## src/rtl/ram_port_arbiter_pkg.sv

```systemverilog
// Shared encodings for the two-requester RAM port arbiter: FSM states, owner ids
// and default RAM geometry.
package ram_port_arbiter_pkg;

  localparam int DEF_ADDR_W = 4;
  localparam int DEF_DATA_W = 4;

  localparam logic [1:0] ST_IDLE    = 2'd0;
  localparam logic [1:0] ST_ACCESS  = 2'd1;
  localparam logic [1:0] ST_CAPTURE = 2'd2;
  localparam logic [1:0] ST_DONE    = 2'd3;

  localparam logic OWN_A = 1'b0;
  localparam logic OWN_B = 1'b1;

  function automatic logic other_owner(input logic owner);
    return (owner == OWN_A) ? OWN_B : OWN_A;
  endfunction

endpackage

```

## src/rtl/ram_port_arbiter_rr_arbiter2.sv

```systemverilog
// Two-input round-robin pick. Purely combinational; the parent registers the result
// when it leaves IDLE.
module rr_arbiter2
  import ram_port_arbiter_pkg::*;
(
  input  logic a_req,
  input  logic b_req,
  input  logic last_owner,
  output logic valid,
  output logic pick
);

  always_comb begin
    valid = a_req | b_req;
    pick  = OWN_A;
    if (a_req && b_req) begin
      pick = other_owner(last_owner);
    end else if (b_req) begin
      pick = OWN_B;
    end
  end

endmodule

```

## src/rtl/ram_port_arbiter.sv

```systemverilog
// Serialises two requesters onto one synchronous-read 16x4 RAM port and returns
// captured read data with a one-cycle done pulse per access.
//
// state   | meaning
// IDLE    | waiting for a request; arbitration happens here only
// ACCESS  | owner's address/data/we presented to the RAM
// CAPTURE | RAM output reflects registered address; read data latched at end
// DONE    | owner's done pulse; last_owner updated
module ram_port_arbiter
  import ram_port_arbiter_pkg::*;
#(
  parameter int ADDR_W = DEF_ADDR_W,
  parameter int DATA_W = DEF_DATA_W
) (
  input  logic              clk,
  input  logic              reset_n,

  input  logic              a_req,
  input  logic              a_we,
  input  logic [ADDR_W-1:0] a_addr,
  input  logic [DATA_W-1:0] a_wdata,
  output logic              a_gnt,
  output logic              a_done,
  output logic [DATA_W-1:0] a_rdata,

  input  logic              b_req,
  input  logic              b_we,
  input  logic [ADDR_W-1:0] b_addr,
  input  logic [DATA_W-1:0] b_wdata,
  output logic              b_gnt,
  output logic              b_done,
  output logic [DATA_W-1:0] b_rdata,

  output logic              ram_we,
  output logic [ADDR_W-1:0] ram_addr,
  output logic [DATA_W-1:0] ram_data,
  input  logic [DATA_W-1:0] ram_q
);

  logic [1:0] state;
  logic       owner;
  logic       last_owner;
  logic       lat_we;
  logic       ram_we_r;
  logic       arb_valid;
  logic       arb_pick;

  rr_arbiter2 u_arb (
    .a_req      (a_req),
    .b_req      (b_req),
    .last_owner (last_owner),
    .valid      (arb_valid),
    .pick       (arb_pick)
  );

  // Reset must also suppress a write whose RAM edge coincides with reset assertion.
  assign ram_we = ram_we_r & reset_n;

  always_ff @(posedge clk) begin
    if (!reset_n) begin
      state      <= ST_IDLE;
      owner      <= OWN_A;
      last_owner <= OWN_B;
      lat_we     <= 1'b0;
      ram_we_r   <= 1'b0;
      ram_addr   <= '0;
      ram_data   <= '0;
      a_gnt      <= 1'b0;
      b_gnt      <= 1'b0;
      a_done     <= 1'b0;
      b_done     <= 1'b0;
      a_rdata    <= '0;
      b_rdata    <= '0;
    end else begin
      a_done <= 1'b0;
      b_done <= 1'b0;
      case (state)
        ST_IDLE: begin
          if (arb_valid) begin
            owner <= arb_pick;
            state <= ST_ACCESS;
            if (arb_pick == OWN_A) begin
              lat_we   <= a_we;
              ram_we_r <= a_we;
              ram_addr <= a_addr;
              ram_data <= a_wdata;
              a_gnt    <= 1'b1;
            end else begin
              lat_we   <= b_we;
              ram_we_r <= b_we;
              ram_addr <= b_addr;
              ram_data <= b_wdata;
              b_gnt    <= 1'b1;
            end
          end
        end
        ST_ACCESS: begin
          ram_we_r <= 1'b0;
          state    <= ST_CAPTURE;
        end
        ST_CAPTURE: begin
          if (!lat_we) begin
            if (owner == OWN_A) a_rdata <= ram_q;
            else                b_rdata <= ram_q;
          end
          a_gnt  <= 1'b0;
          b_gnt  <= 1'b0;
          a_done <= (owner == OWN_A);
          b_done <= (owner == OWN_B);
          state  <= ST_DONE;
        end
        default: begin
          last_owner <= owner;
          state      <= ST_IDLE;
        end
      endcase
    end
  end

endmodule

```

## config.mk

```make
export PLATFORM = sky130hd
export DESIGN_NAME = ram_port_arbiter
export DESIGN_NICKNAME = d
export VERILOG_FILES = /design/src/rtl/ram_port_arbiter_pkg.sv /design/src/rtl/ram_port_arbiter_rr_arbiter2.sv /design/src/rtl/ram_port_arbiter.sv
export SDC_FILE = /design/constraint.sdc
export NUM_CORES = 1
export LEC_CHECK = 0
export ABC_AREA = 1
export CORE_ASPECT_RATIO = 1.4
export CORE_MARGIN = 3
export CORE_UTILIZATION = 45
export DETAILED_ROUTE_END_ITERATION = 12
export PLACE_DENSITY = 0.83
export SETUP_SLACK_MARGIN = 0.5
export SLEW_MARGIN = 20
export SYNTH_ARGS = -nofsm -noshare
export SYNTH_HDL_FRONTEND = slang
export SYNTH_SLANG_ARGS = --single-unit
```

## constraint.sdc

```tcl
create_clock -name clk -period 4.3 [get_ports clk]
set_clock_uncertainty 0.15 [all_clocks]
set_input_delay 0.645 -clock clk [delete_from_list [all_inputs] [get_ports clk]]
set_output_delay 0.645 -clock clk [all_outputs]
set_load 0.01 [all_outputs]
```

==> impl_metrics.json, run 1 <==
{
  "fin_crit_ps": 2860,
  "synth_edf_count": 0,
  "end_kind": "output pin",
  "yosysUniqueCellTypes": 19,
  "clkTransAtPathRegs_ps": 120,
  "syn2layout_area_growth_pct": 41.4,
  "worstPathMaxFanout": 14,
  "p_leak_nw": 0.715,
  "syn-cell-area_mm2": 0.00118,
  "root_buffer": "clkbuf_4",
  "cp_common_cell": "clkdlybuf4s50_1",
  "synth.mux.area_fraction_pct": 0,
  "ys_seq_elements": 26,
  "max_slew_margin_pct": 69.2,
  "synth_top_area_share_pct": 44.2,
  "die_h_um": 66.5,
  "ctsHoldBuffers": 0,
  "dr.pass1.iters": 4,
  "cts_resized": 0,
  "drt-wirelength-per-cell_um": 11.8,
  "drv_slew": 0,
  "drt-total-wl_um": 2860,
  "combPwrFrac_pct": 42.8,
  "cp_num_buf_inv": 3,
  "status": "completed",
  "yosysSeqAreaShare_pct": 44.2,
  "synth_top_area_cell": "dfxtp_1",
  "port_buffers": 46,
  "grt_max_degree": 15,
  "reg2reg_to": "ram_data[1]",
  "syn-num-nets": 195,
  "gp_congestion": 0.714,
  "fmax_mhz": 349,
  "setup_viol": 0,
  "synth_area_leaders": "dfxtp_1 (44%), nand2_1 (14%), nor2_1 (6.4%), a21oi_1 (5.5%), ha_1 (5.3%)",
  "irDropWorstVdd_mv": 0.259,
  "antenna_left": 0,
  "rr_worst_depth": 7,
  "antenna_found_initial": 0,
  "synthCells": 164,
  "rsz0062_at_grt": "no",
  "clk_latency_ps": 320,
  "rows": 21,
  "ios": 47,
  "worst_slew_pin_slew_ps": 462,
  "power_density_mw_per_mm2": 451,
  "place_ws_ps": 1430,
  "vias": 1210,
  "cts_setup_buffers": 0,
  "grt_overflow": 0,
  "avgSynthCellArea_um2": 7.18,
  "crit_path_max_incr_delay_ps": 730,
  "numCtsBuffers": 3,
  "p_int_mw": 0.474,
  "synth_xor_area_share_pct": 0,
  "drt-initial-drc-count": 29,
  "grt_usage_pct": 19.1,
  "synth_fa_ha_area_share_pct": 5.31,
  "clkPwrFrac_pct": 13.4,
  "drive_gt1_share_pct": 3.86,
  "finalSetupTns_ps": 0,
  "cp.arrival_ps": 2070,
  "fin_ws_ps": 1440,
  "critPathKind": "in2out",
  "initial_core_util_pct": 48.2,
  "worstPathRequired_ps": 3500,
  "min_path_type": "reg2reg",
  "dpl.hpwl_um": 2270,
  "coreArea_mm2": 0.00244,
  "synth_ff_type": "dfxtp_1",
  "die_area_mm2": 0.00327,
  "synthSimpleGateAreaFrac_pct": 31.7,
  "synth_top_family_by_area": "simple AND/OR/NAND/NOR gates",
  "rr_startpoint": "state[0]",
  "hold_viol": 0,
  "yosysWarnings": 0,
  "grt_pass1_vias": 1195,
  "hold_depth": 2,
  "cap_violations": 0,
  "synth-compound-area-share_pct": 10.8,
  "drc": 0,
  "period_share_pct": 66.5,
  "cts_tree": "yes",
  "hold_path_startpoint": "ram_addr[1]",
  "cp_slowest_cell": "clkdlybuf4s50_1",
  "grt_pass1_wl_um": 4890,
  "fin_nets": 240,
  "via_per_inst": 5.02,
  "die_x_um": 49.2,
  "critPathTopFamily": "buffers and inverters",
  "async_flop_share_pct": 0,
  "crit_path_start_kind": "input pin",
  "crit_chain": "clkdlybuf4s50_1 > nand2_1 > inv_1 > clkdlybuf4s50_1",
  "htreeDepth": 1,
  "switching_share_pct": 36.8,
  "min_to": "ram_addr[1]",
  "clk_path_buf_depth": 2,
  "diodes": 0,
  "seqPwrFrac_pct": 43.7,
  "rrSetupSlack_ps": 2320,
  "p_sw_mw": 0.276,
  "cts.sinks": 26
}
[flip-flops by register name (all words and copies together) (netlist names)]
register    count
a_rdata         4
b_rdata         4
ram_addr        4
ram_data        4
state           2
a_done          1
a_gnt           1
b_done          1
b_gnt           1
last_owner      1
lat_we          1
owner           1
ram_we_r        1
[power groups by stage]
stage / Combinational (mW) / Clock (mW) / Sequential, mW
2_1_floorplan: 0.184 / 0 / 0.345
3_3_place_gp: 0.312 / 0 / 0.331
3_5_place_dp: 0.323 / 0 / 0.332
4_1_cts: 0.325 / 0.103 / 0.328
5_1_grt: 0.360 / 0.112 / 0.334
6_report: 0.322 / 0.101 / 0.328
[worst max path at each step]
| stage | start | to | slack [ps] | cells after the start |
|---|---|---|---|---|
| 6_report | reset_n | ram_we | 1440 | 4 |
| 5_1_grt | reset_n | ram_we | 1370 | 4 |
| 4_1_cts | reset_n | ram_we | 1430 | 4 |
| 3_5_place_dp | reset_n | ram_we | 1430 | 4 |
| 3_3_place_gp | reset_n | ram_we | 1510 | 4 |
| 2_1_floorplan | reset_n | ram_we | 2580 | 3 |
[cell type report]
type                            count  area (um2)
Clock buffer                        3        22.5
Fill cell                         217         778
Inverter                           15        56.3
Multi-Input combinational cell    117         563
Sequential cell                    26         520
Tap cell                           34        42.5
Timing Repair Buffer               46         460
[per-stage QoR]
stage | power [mW] | hold slack, ps | cell area [um2] | util (%) | cells
after floorplan | 0.529 | 296 | 1180 | - | 164
after global placement | 0.643 | 304 | 1640 | 67.2 | 238
after detailed placement | 0.655 | 316 | 1640 | 67.2 | 238
after CTS | 0.755 | 335 | 1670 | 68.2 | 241
after global routing | 0.806 | 356 | 1670 | 68.2 | 241
final | 0.750 | 334 | 1670 | 68.2 | 241
[worst register-to-register path, stage by stage, from the launching register on]
cell and delay [ps]:
dfxtp_1 360, inv_1 120, ha_1 280, inv_2 60
nor2_2 390, inv_1 300, nand2_1 140, a21oi_1 70
[routing by layer]
layer	wire length, um	GRT usage (%)	vias to the layer above
met5	0	0	-
li1	-	-	607
met3	246	3.13	4
met4	49	10.3	0
met1	1080	19.3	534
met2	1480	36.6	65
[synth_stat cells (2+ instances only)]
library cell	n
buf_2	3
dfxtp_1	26
nor3_1	2
a21oi_1	13
nor2_2	2
nand3b_1	4
inv_1	14
ha_1	5
o21ai_0	11
nand2_1	45
nand3_1	12
nor2_1	20
[layout by cell type, fill, tap and decap left out]
master and count:
nand2_1 45, o21ai_0 11, nor3_2 1, inv_1 14, clkdlybuf4s50_1 46, ha_1 5
clkbuf_4 3, nor2_2 2, dfxtp_1 26, nand2_2 1, o211ai_1 1, nand3b_1 4
nand3_1 12, a21oi_1 13, nor3_1 2, inv_2 1, nor2_1 20
[kinds of logic after synthesis]
| group | Yosys count |
|---|---|
| and+or+nand+nor | 87 |
| AOI/OAI and AO/OA | 25 |
| adders and majority gates | 5 |
| buffers and inverters | 21 |
| DFF | 26 |
No activity file was read; power rests on OpenSTA's default activity.
==> run 2: changes to the inputs <==
CORE_UTILIZATION = 42   (was 45)
PLACE_DENSITY = 0.78   (was 0.83)
clock period = 2.7 ns   (was 4.3 ns; I/O delays follow)
==> run 2 against run 1 <==
Compared with the run above: worst hold slack got worse by 7.3 ps; via count rose by 0.50%; clock power rose by 54%; cell count rose by 2.1%; non-clock buffer count rose by 3.
==> impl_metrics.json, run 2 (same netlist as run 1, synthesis figures left out) <==
{
  "setup_viol": 0,
  "rsz0062_at_grt": "no",
  "clk_path_buf_depth": 2,
  "drc": 0,
  "grt_pass1_vias": 1153,
  "rr_worst_depth": 8,
  "irDropWorstVdd_mv": 0.383,
  "cts.sinks": 26,
  "fmax_mhz": 485,
  "max_slew_margin_pct": 71.3,
  "cap_violations": 0,
  "use_met1_pct": 16.6,
  "grt_pass1_wl_um": 4520,
  "p_leak_nw": 0.730,
  "die_x_um": 50.7,
  "clk_latency_ps": 310,
  "critPathKind": "in2out",
  "ios": 47,
  "ctsHoldBuffers": 0,
  "hold_path_startpoint": "ram_addr[3]",
  "drt-wirelength-per-cell_um": 11.3,
  "initial_core_util_pct": 44.6,
  "hold_depth": 2,
  "rr_startpoint": "state[0]",
  "end_kind": "output pin",
  "die_area_mm2": 0.00348,
  "met2_usage_pct": 35.0,
  "power_density_mw_per_mm2": 710,
  "cts_resized": 0,
  "worstPathRequired_ps": 2140,
  "drv_slew": 0,
  "dr.pass1.iters": 4,
  "gp_congestion": 0.748,
  "final_common_cell": "clkdlybuf4s50_1",
  "crit_chain": "clkdlybuf4s50_1 > nand2_1 > inv_1 > clkdlybuf4s50_1",
  "coreArea_mm2": 0.00264,
  "reg2reg_to": "ram_addr[1]",
  "grt_max_degree": 15,
  "min_to": "ram_addr[3]",
  "cts_setup_buffers": 0,
  "htreeDepth": 1,
  "antenna_left": 0,
  "die_h_um": 68.6,
  "fin_crit_ps": 2060,
  "layout_common_cells": "clkdlybuf4s50_1 (46), nand2_1 (45), dfxtp_1 (26), nor2_1 (20), inv_1 (14)",
  "worst_slew_pin_slew_ps": 431,
  "period_share_pct": 76.4,
  "critPathTopFamily": "buffers and inverters",
  "diodes": 0,
  "root_buffer": "clkbuf_4",
  "crit_path_max_incr_delay_ps": 520,
  "grt_overflow": 0,
  "finish.utilization_pct": 64.0,
  "dpl.hpwl_um": 2290,
  "top_usage_layer": "met2",
  "cts_tree": "yes",
  "vias": 1216,
  "drt-initial-drc-count": 41,
  "rrSetupSlack_ps": 900,
  "syn2layout_area_growth_pct": 43.6,
  "port_buffers": 46,
  "grt_use_met3_pct": 3.66,
  "hold_viol": 0,
  "min_path_type": "reg2reg",
  "drive_gt1_share_pct": 5.24,
  "dpl-instance-area_mm2": 0.00167,
  "cp_num_buf_inv": 3,
  "status": "completed",
  "cp_slowest_cell": "clkdlybuf4s50_1",
  "clkTransAtPathRegs_ps": 130,
  "rows": 22,
  "grt_usage_pct": 16.8,
  "cp.arrival_ps": 1510,
  "crit_path_start_kind": "input pin",
  "fin_nets": 243,
  "antenna_found_initial": 0,
  "worstPathMaxFanout": 2,
  "via_per_inst": 4.94,
  "numCtsBuffers": 3,
  "cp_common_cell": "clkdlybuf4s50_1",
  "postLayoutCellArea_mm2": 0.00169,
  "drt-total-wl_um": 2770,
  "finalSetupTns_ps": 0
}
-- run 2: cell types whose count changed in the layout (fill, tap and decap cells not counted), sizes merged --
cell,previous run,this run
buf,0,3
-- run 2: worst max-delay path by stage --
stage          slack (ps)  depth (start not counted)           to     start
2_1_floorplan        1300                          8  ram_addr[1]  state[0]
3_3_place_gp          640                          4       ram_we   reset_n
3_5_place_dp          630                          4       ram_we   reset_n
4_1_cts               630                          4       ram_we   reset_n
5_1_grt               570                          4       ram_we   reset_n
6_report              640                          4       ram_we   reset_n
-- run 2: area by class of cell --
type,count,area [um2]
Fill cell,245,952
Sequential cell,26,520
Inverter,15,56.3
Tap cell,36,45.0
Timing Repair Buffer,49,483
Clock buffer,3,22.5
Multi-Input combinational cell,117,563
-- run 2: routing by layer --
metal	share of wire, %	routed length [um]	up-vias
met2	53	1460	58
li1	-	-	614
met4	0.47	13	0
met1	39	1090	542
met5	0	0	-
met3	7.4	205	2
-- run 2: worst register-to-register path, stage by stage, from the launching register on --
cell	delay [ps]
dfxtp_1	400
inv_1	100
ha_1	280
inv_2	90
nor2_2	40
buf_4	170
inv_1	260
nand2_1	90
a21oi_1	160
-- run 2: power breakdown --
part	total, mW	switching (mW)	internal [mW]
combinational	0.523	0.276	0.248
sequential	0.522	0.0535	0.468
clock	0.156	0.104	0.0521
total	1.20	0.433	0.768
-- run 2: metrics by stage --
step | hold slack (ps) | total power [mW] | setup slack (ps) | instances
floorplan | 296 | 0.842 | 1300 | 164
global placement | 307 | 1.03 | 640 | 243
detailed placement | 309 | 1.06 | 633 | 243
CTS | 329 | 1.21 | 626 | 246
global route | 342 | 1.30 | 572 | 246
finish | 326 | 1.20 | 638 | 246
